**src/rtl/spi_rx_if.sv**
```systemverilog
// Serial-line and receive-result bundle between an 8-bit SPI transmitter and spi_rx.
interface spi_rx_if #(
  parameter int unsigned DATA_WIDTH = 8
);
  logic                  sck;
  logic                  ss;
  logic                  mosi;
  logic [DATA_WIDTH-1:0] dataRX;
  logic                  rxValid;
  logic                  frameErr;
  logic                  busy;

  // Transmitter side: drives the serial lines, observes the receiver results.
  modport master (
    output sck, ss, mosi,
    input  dataRX, rxValid, frameErr, busy
  );

  // Receiver side.
  modport slave (
    input  sck, ss, mosi,
    output dataRX, rxValid, frameErr, busy
  );
endinterface

```
**src/rtl/spi_rx.sv**
```systemverilog
// SPI responder receiver: oversamples sck/ss/mosi on clk, assembles one
// MSB-first word per ss-framed transfer, pulses rxValid or frameErr.
module spi_rx #(
  parameter int unsigned DATA_WIDTH  = 8,
  parameter int unsigned SYNC_STAGES = 2
) (
  input  logic    clk,
  input  logic    rst,
  spi_rx_if.slave bus
);

  localparam int unsigned    CNT_W    = $clog2(DATA_WIDTH + 1);
  localparam logic [CNT_W-1:0] LAST_BIT = CNT_W'(DATA_WIDTH - 1);

  typedef enum logic [2:0] {
    ST_ARM,
    ST_IDLE,
    ST_SHIFT,
    ST_DONE,
    ST_ERROR
  } state_e;

  logic [SYNC_STAGES-1:0] sck_sync_q;
  logic [SYNC_STAGES-1:0] ss_sync_q;
  logic [SYNC_STAGES-1:0] mosi_sync_q;
  logic [SYNC_STAGES-1:0] sync_fill_q;
  logic                   sck_d_q;
  logic                   ss_d_q;

  logic sck_s;
  logic ss_s;
  logic mosi_s;
  logic sck_rise;
  logic ss_rise;
  logic ss_fall;

  state_e                state_q,     state_d;
  logic [CNT_W-1:0]      cnt_q,       cnt_d;
  logic [DATA_WIDTH-1:0] shift_q,     shift_d;
  logic [DATA_WIDTH-1:0] data_q,      data_d;
  logic                  rx_valid_q,  rx_valid_d;
  logic                  frame_err_q, frame_err_d;
  logic                  busy_q,      busy_d;

  // Equal-depth synchronisers keep mosi aligned with the sck edge that samples it.
  // sync_fill_q marks when the chains hold post-reset samples rather than reset zeros.
  always_ff @(posedge clk or negedge rst) begin
    if (!rst) begin
      sck_sync_q  <= '0;
      ss_sync_q   <= '0;
      mosi_sync_q <= '0;
      sync_fill_q <= '0;
      sck_d_q     <= 1'b0;
      ss_d_q      <= 1'b0;
    end else begin
      sck_sync_q  <= {sck_sync_q[SYNC_STAGES-2:0],  bus.sck};
      ss_sync_q   <= {ss_sync_q[SYNC_STAGES-2:0],   bus.ss};
      mosi_sync_q <= {mosi_sync_q[SYNC_STAGES-2:0], bus.mosi};
      sync_fill_q <= {sync_fill_q[SYNC_STAGES-2:0], 1'b1};
      sck_d_q     <= sck_s;
      ss_d_q      <= ss_s;
    end
  end

  assign sck_s    = sck_sync_q[SYNC_STAGES-1];
  assign ss_s     = ss_sync_q[SYNC_STAGES-1];
  assign mosi_s   = mosi_sync_q[SYNC_STAGES-1];
  assign sck_rise = sck_s & ~sck_d_q;
  assign ss_rise  = ss_s & ~ss_d_q;
  assign ss_fall  = ~ss_s & ss_d_q;

  // State and datapath registers.
  always_ff @(posedge clk or negedge rst) begin
    if (!rst) begin
      state_q     <= ST_ARM;
      cnt_q       <= '0;
      shift_q     <= '0;
      data_q      <= '0;
      rx_valid_q  <= 1'b0;
      frame_err_q <= 1'b0;
      busy_q      <= 1'b0;
    end else begin
      state_q     <= state_d;
      cnt_q       <= cnt_d;
      shift_q     <= shift_d;
      data_q      <= data_d;
      rx_valid_q  <= rx_valid_d;
      frame_err_q <= frame_err_d;
      busy_q      <= busy_d;
    end
  end

  // Next-state, shift/count update and registered-output decode.
  always_comb begin
    state_d     = state_q;
    cnt_d       = cnt_q;
    shift_d     = shift_q;
    data_d      = data_q;
    rx_valid_d  = 1'b0;
    frame_err_d = 1'b0;
    busy_d      = 1'b0;

    case (state_q)
      // ARM waits for trustworthy synchroniser output showing ss low, so a
      // frame already in flight at reset release is never joined halfway.
      ST_ARM: begin
        cnt_d   = '0;
        shift_d = '0;
        if (sync_fill_q[SYNC_STAGES-1] && !ss_s) begin
          state_d = ST_IDLE;
        end
      end

      ST_IDLE: begin
        cnt_d   = '0;
        shift_d = '0;
        if (ss_rise) begin
          state_d = ST_SHIFT;
        end
      end

      // The final bit wins over a coincident ss fall; any earlier ss fall,
      // including one landing with a non-final bit, drops the partial word.
      ST_SHIFT: begin
        if (sck_rise && (cnt_q == LAST_BIT)) begin
          data_d     = {shift_q[DATA_WIDTH-2:0], mosi_s};
          rx_valid_d = 1'b1;
          state_d    = ST_DONE;
        end else if (ss_fall) begin
          state_d = ST_ERROR;
        end else if (sck_rise) begin
          shift_d = {shift_q[DATA_WIDTH-2:0], mosi_s};
          cnt_d   = cnt_q + CNT_W'(1);
        end
      end

      // Word delivered; an extra sck edge before ss drops is an overrun.
      // Level test on ss covers an ss fall already seen alongside the last bit.
      ST_DONE: begin
        if (sck_rise) begin
          state_d = ST_ERROR;
        end else if (!ss_s) begin
          state_d = ST_IDLE;
        end
      end

      ST_ERROR: begin
        state_d = ST_ARM;
      end

      default: begin
        state_d = ST_ARM;
      end
    endcase

    busy_d      = (state_d == ST_SHIFT) || (state_d == ST_DONE);
    frame_err_d = (state_d == ST_ERROR);
  end

  assign bus.dataRX   = data_q;
  assign bus.rxValid  = rx_valid_q;
  assign bus.frameErr = frame_err_q;
  assign bus.busy     = busy_q;

endmodule
```
**src/flat_wrapper.sv**
```systemverilog
// flat-port wrapper written by rule: the top's interface ports become plain ports
module spi_rx_flat 
#(
  parameter int unsigned DATA_WIDTH  = 8,
  parameter int unsigned SYNC_STAGES = 2
)
  (clk, rst, bus_sck, bus_ss, bus_mosi, bus_dataRX, bus_rxValid, bus_frameErr, bus_busy);
  spi_rx_if #(.DATA_WIDTH(DATA_WIDTH)) bus_i ();
  input  logic clk;
  input  logic rst;
  input wire logic [$bits(bus_i.sck)-1:0] bus_sck;
  input wire logic [$bits(bus_i.ss)-1:0] bus_ss;
  input wire logic [$bits(bus_i.mosi)-1:0] bus_mosi;
  output wire logic [$bits(bus_i.dataRX)-1:0] bus_dataRX;
  output wire logic [$bits(bus_i.rxValid)-1:0] bus_rxValid;
  output wire logic [$bits(bus_i.frameErr)-1:0] bus_frameErr;
  output wire logic [$bits(bus_i.busy)-1:0] bus_busy;
  assign bus_i.sck = bus_sck;
  assign bus_i.ss = bus_ss;
  assign bus_i.mosi = bus_mosi;
  assign bus_dataRX = bus_i.dataRX;
  assign bus_rxValid = bus_i.rxValid;
  assign bus_frameErr = bus_i.frameErr;
  assign bus_busy = bus_i.busy;
  spi_rx #(.DATA_WIDTH(DATA_WIDTH), .SYNC_STAGES(SYNC_STAGES)) u_core (.clk(clk), .rst(rst), .bus(bus_i));
endmodule
```
**config.mk**
```make
export PLATFORM = sky130hd
export DESIGN_NAME = spi_rx_flat
export DESIGN_NICKNAME = d
export VERILOG_FILES = /design/src/rtl/spi_rx_if.sv /design/src/rtl/spi_rx.sv /design/src/flat_wrapper.sv
export SDC_FILE = /design/constraint.sdc
export NUM_CORES = 1
export LEC_CHECK = 0
export ABC_CLOCK_PERIOD_IN_PS = 2100
export BUFFER_PORTS_ARGS = -buffer_cell sky130_fd_sc_hd__buf_2
export CORE_MARGIN = 1
export CORE_UTILIZATION = 55
export CTS_BUF_LIST = sky130_fd_sc_hd__clkbuf_8
export DETAILED_ROUTE_END_ITERATION = 7
export GPL_TIMING_DRIVEN = 0
export PLACE_DENSITY = 0.76
export SLEW_MARGIN = 20
export SYNTH_ARGS = -nofsm -noshare
export SYNTH_HDL_FRONTEND = slang
export SYNTH_SLANG_ARGS = --single-unit
```
**constraint.sdc**
```tcl
create_clock -name clk -period 2.1 [get_ports clk]
set_input_delay 0.42 -clock clk [delete_from_list [all_inputs] [get_ports clk]]
set_output_delay 0.42 -clock clk [all_outputs]
set_load 0.05 [all_outputs]
```
==> results.cfg, run 1 <==
[status]
status = finished clean

[critical_path]
cp_cell_sequence = ha_1, nand3b_1, a21oi_2, or2_2, buf_2, mux2_2
r2r_slack_ps = 250
worst_ep_arrival_time_ps = 2020
start_kind = register
max_stage_delay_ps = 400
cp_slowest_cell = dfrtp_1
cp-end-kind = register
worstSetupPathType = register to register
critical_path.top_delay_family = simple AND/OR/NAND/NOR gates
cp.buffers_inverters = 1
crit_required_ps = 2270
worstPathMaxFanout = 9

[detailed_routing]
drt_iter0_markers = 9
antenna_left = 0
totalWireLength_um = 1892
drc = 0
vias = 797
first_pass_iters = 4
routed_via_density = 5.422
post_drt_wl_per_cell_um = 12.87

[cts]
cts.sinks = 35
numCtsBuffers = 5
path_clk_slew_ps = 60
cts_setup_buffers = 0
cts.hold.buffers_added = 0
cts.repair.resized = 0
htree_levels = 2
cts_root_buffer = clkbuf_8
cts_buffer_depth = 2
tritoncts = built
clk_latency_ps = 280

[placement]
hpwl_um = 1316
routabilityCongestion = 0.8301
placed_cell_area_sq_um = 1431
io_buffers = 15
dp.cells = 139

[floorplanning]
die_area_sq_um = 2603
initial_utilization_pct = 59.16
num_io_pins = 16
core_area_sq_um = 2233
die_width_um = 51.02
die_h_um = 51.02
core.rowCount = 17

[timing]
whs_ps = 181.9
finalHoldViolations = 0
maxSlewHeadroom_pct = 52.73
period_minus_slack_ps = 1846
drv_slew = 0
timing.final.crit_share_pct = 87.92
final.setup.tns_ps = 0
setup_viol = 0
skew_ps = 4.090
worstMarginPinSlew_ps = 709.1
rsz0062_at_grt = false
max_freq_mhz = 541.6

[finish]
nets = 124
instances_no_fill = 147
mostFrequentLayoutCells = dfrtp_1, buf_2, mux2_2
final_common_cell = dfrtp_1
fillerInstances = 166
drive_gt1_share_pct = 31.09
antennaDiodeCount = 0
postLayoutCellArea_sq_um = 1513
synthToLayoutAreaGrowth_pct = 14.49

[global_routing]
grt_pass1_vias = 714
grt_overflow = 0
grt_antenna_before_repair = 0
grt_pass1_wl_um = 3146
grt_max_degree = 36
grt_usage_pct = 18.16

[job]
drv_cap = 0

[yosys]
seq_area_frac_synth_pct = 66.29
synth_cells = 96
synth_nets = 102
yosys_warnings = 0
yosys.cell_types.count = 28
synth_top_area_cell = dfrtp_1
synth-seq-cells = 35
synth_top_cell_area_share_pct = 66.29
synth_area_leaders = dfrtp_1, mux2_2, a22o_1
syn-mean-instance-area_sq_um = 13.76
netlist_area_sq_um = 1321

[power]
powerDensity_nw_per_um2 = 1007
leakagePower_nw = 0.7568
worst_ir_drop_vdd_mv = 0.8601
power_w = 0.001523

[min_path]
hp-class = input port to async pin
per-layer routing:
layer | GRT usage, % | part of all wire [%] | wire length, um
met1 | 22.15 | 46 | 870
met2 | 25.00 | 46 | 868
met3 | 6.250 | 4.7 | 88
met4 | 16.67 | 3.4 | 64
met5 | 0 | 0 | 0
state kept, by name, indices dropped and copies added (netlist names):
| signal | cells |
|---|---|
| u_core.bus.frameErr | 1 |
| u_core.ss_d_q | 1 |
| u_core.bus.rxValid | 1 |
| u_core.sck_d_q | 1 |
| u_core.cnt_q | 4 |
| u_core.shift_q | 7 |
| u_core.mosi_sync_q | 2 |
| u_core.state_q | 3 |
| u_core.bus.dataRX | 8 |
| u_core.bus.busy | 1 |
| u_core.sync_fill_q | 2 |
| u_core.sck_sync_q | 2 |
| u_core.ss_sync_q | 2 |
logic make-up after synthesis:
kind of cell,count (synthesis),share of synthesized area [%]
DFF,35,66.29
muxes,9,7.671
other,1,0.2838
and+or+nand+nor,21,10.13
buffers and inverters,5,1.610
AOI/OAI and AO/OA,24,13.07
adders and majority gates,1,0.9468
worst paths after layout:
check	from	end	depth (start not counted)
min	rst	u_core.bus.busy$_DFF_PN0_	1
max	u_core.cnt_q[0]$_DFFE_PN0P_	u_core.cnt_q[0]$_DFFE_PN0P_	6
max reg2reg	u_core.cnt_q[0]$_DFFE_PN0P_	u_core.cnt_q[0]$_DFFE_PN0P_	6
min in group clk	bus_sck	u_core.sck_sync_q[0]$_DFF_PN0_	1
min reg2reg	u_core.sck_sync_q[0]$_DFF_PN0_	u_core.sck_sync_q[1]$_DFF_PN0_	0
max in group asynchronous	rst	u_core.ss_sync_q[0]$_DFF_PN0_	1
cell usage after synthesis:
| cell | n |
|---|---|
| mux2_2 | 9 |
| a21oi_1 | 5 |
| ha_1 | 1 |
| nand3b_1 | 1 |
| or2_2 | 1 |
| o22ai_1 | 2 |
| nand2_1 | 4 |
| o21ai_0 | 1 |
| nor2_1 | 3 |
| a21oi_2 | 1 |
| dfrtp_1 | 35 |
| or3b_4 | 1 |
| inv_1 | 3 |
| buf_2 | 2 |
| a211oi_1 | 2 |
| o2bb2ai_1 | 1 |
| o31ai_1 | 2 |
| a31oi_1 | 2 |
| nor2b_1 | 1 |
| nor3_2 | 1 |
| nor3_4 | 1 |
| nor3_1 | 2 |
| or4_1 | 2 |
| conb_1 | 1 |
| or2b_1 | 1 |
| nand3_1 | 1 |
| nand2b_1 | 2 |
| a22o_1 | 8 |
area by class of cell:
| class | count | area (sq um) | area share, % |
|---|---|---|---|
| tap | 28 | 35.03 | 2.316 |
| clock inverter | 3 | 12.51 | 0.8271 |
| buffer | 2 | 10.01 | 0.6617 |
| inverter | 3 | 11.26 | 0.7444 |
| multi-input combinational | 56 | 424.2 | 28.04 |
| sequential | 35 | 875.8 | 57.90 |
| clock buffer | 5 | 68.82 | 4.549 |
| timing repair buffer | 15 | 75.07 | 4.963 |
per-stage QoR:
step	setup slack, ps	utilization (%)
after CTS	264.4	67.73
after floorplan	404.2	-
after detailed placement	277.5	64.09
final	253.7	67.73
after global routing	186.4	67.73
after global placement	318.5	64.09
report_power, final:
| part | internal, W | switching (W) |
|---|---|---|
| sequential | 0.000723 | 0.0000350 |
| combinational | 0.000107 | 0.000217 |
| clock | 0.000222 | 0.000219 |
No activity file was read; power rests on OpenSTA's default activity.
==> inputs of run 2 (changes only) <==
--- a/config.mk
+++ b/config.mk
@@ -9,7 +9,7 @@
 export BUFFER_PORTS_ARGS = -buffer_cell sky130_fd_sc_hd__buf_2
 export CORE_MARGIN = 1
 export CORE_UTILIZATION = 55
-export CTS_BUF_LIST = sky130_fd_sc_hd__clkbuf_8
+export CTS_BUF_LIST = sky130_fd_sc_hd__clkbuf_4 sky130_fd_sc_hd__clkbuf_8 sky130_fd_sc_hd__clkbuf_16
 export DETAILED_ROUTE_END_ITERATION = 7
 export GPL_TIMING_DRIVEN = 0
 export PLACE_DENSITY = 0.76
==> results.cfg, run 2 (same netlist as run 1, synthesis figures left out) <==
[placement]
io_buffers = 15
routabilityCongestion = 0.8301
hpwl_um = 1316

[timing]
maxSlewHeadroom_pct = 52.63
final.setup.tns_ps = 0
worstMarginPinSlew_ps = 710.6
max_freq_mhz = 540.6
period_minus_slack_ps = 1850
setup_viol = 0
timing.final.crit_share_pct = 88.09
finalHoldViolations = 0
rsz0062_at_grt = false
skew_ps = 6.692
drv_slew = 0

[critical_path]
worstReg2RegEnd = u_core.cnt_q[0]$_DFFE_PN0P_
crit_required_ps = 2330
worstPathMaxFanout = 9
cp-end-kind = register
worstSetupPathType = register to register
start_kind = register
worstRegToRegCells = 6
r2r_start = u_core.cnt_q[0]$_DFFE_PN0P_
r2r_slack_ps = 250
worst_ep_arrival_time_ps = 2080

[detailed_routing]
antenna_left = 0
first_pass_iters = 3
drt_iter0_markers = 11
totalWireLength_um = 1911
routed_via_density = 5.435
vias = 799
post_drt_wl_per_cell_um = 13.00
drc = 0

[power]
worst_ir_drop_vdd_mv = 0.7628
powerDensity_nw_per_um2 = 972.2
leakagePower_nw = 0.7424
power_w = 0.001447

[finish]
final_common_cell = dfrtp_1
mostFrequentLayoutCells = dfrtp_1, buf_2, mux2_2
final_util_pct = 66.67
largest_reg_flops = 8
fillerInstances = 170
synthToLayoutAreaGrowth_pct = 12.69
drive_gt1_share_pct = 32.77
antennaDiodeCount = 0
seqCellArea_sq_um = 875.8
multi_input_area_sq_um = 424.2
nets = 124

[global_routing]
grt_overflow = 0
grt_max_degree = 36
grt_pass1_wl_um = 3153
grt_antenna_before_repair = 0
grt_usage_pct = 18.35
grt_pass1_vias = 714

[floorplanning]
core.rowCount = 17
num_io_pins = 16
die_area_sq_um = 2603
die_h_um = 51.02
core_area_sq_um = 2233
die_width_um = 51.02
initial_utilization_pct = 59.16

[cts]
cts.hold.buffers_added = 0
htree_levels = 2
path_clk_slew_ps = 100
tritoncts = built
cts.repair.resized = 0
cts.sinks = 35
cts_buffer_depth = 2
cts_root_buffer = clkbuf_4
numCtsBuffers = 5
cts_setup_buffers = 0
clk_latency_ps = 340

[min_path]
hp-class = input port to async pin

[status]
status = finished clean

[job]
drv_cap = 0
## run 2: cell count changes in the layout (fill, tap and decap cells not counted), sizes merged
cell    change
clkbuf      +2
inv         -2
## run 2: through the flow
step | worst slack [ps] | std cells | hold WS, ps | cell area, sq um
global placement | 318.5 | 139 | 331.9 | 1431
finish | 250.2 | 147 | 116.5 | 1489
CTS | 259.5 | 147 | 137.1 | 1489
global route | 180.9 | 147 | 162.9 | 1489
floorplan | 404.2 | 96 | 124.4 | 1321
detailed placement | 277.5 | 139 | 334.7 | 1431
## run 2: power by group
part,internal (W),leakage (nW),switching [W]
clock,0.000156,0.0361,0.000211
combinational,0.000107,0.244,0.000217
sequential,0.000722,0.462,0.0000349
## run 2: how the worst max path moves through the flow
| stage | startpoint | endpoint | cells after the start |
|---|---|---|---|
| 2_1_floorplan | u_core.cnt_q[0]$_DFFE_PN0P_ | u_core.cnt_q[0]$_DFFE_PN0P_ | 6 |
| 3_3_place_gp | u_core.cnt_q[0]$_DFFE_PN0P_ | u_core.cnt_q[0]$_DFFE_PN0P_ | 6 |
| 3_5_place_dp | u_core.cnt_q[0]$_DFFE_PN0P_ | u_core.cnt_q[0]$_DFFE_PN0P_ | 6 |
| 4_1_cts | u_core.cnt_q[0]$_DFFE_PN0P_ | u_core.cnt_q[0]$_DFFE_PN0P_ | 6 |
| 5_1_grt | u_core.cnt_q[0]$_DFFE_PN0P_ | u_core.cnt_q[0]$_DFFE_PN0P_ | 6 |
| 6_report | u_core.cnt_q[0]$_DFFE_PN0P_ | u_core.cnt_q[0]$_DFFE_PN0P_ | 6 |
## run 2: worst max-delay path: stages (launching register included)
cell      delay (ps)
dfrtp_1          410
ha_1             220
nand3b_1         240
a21oi_2          130
or2_2            290
buf_2            170
mux2_2           270
## run 2: area by class of cell
class | instances | share of cell area, %
Sequential cell | 35 | 58.82
Timing Repair Buffer | 15 | 5.042
Buffer | 2 | 0.6723
Multi-Input combinational cell | 56 | 28.49
Clock inverter | 1 | 0.3361
Clock buffer | 7 | 3.529
Inverter | 3 | 0.7563
Tap cell | 28 | 2.353
## run 2: layer usage
metal / share of wire [%] / GRT usage, % / vias to the layer above
met5: 0 / 0 / -
li1: - / - / 392
met3: 4.2 / 7.143 / 8
met4: 3.8 / 16.67 / 0
met2: 45 / 25.00 / 18
met1: 47 / 22.15 / 381
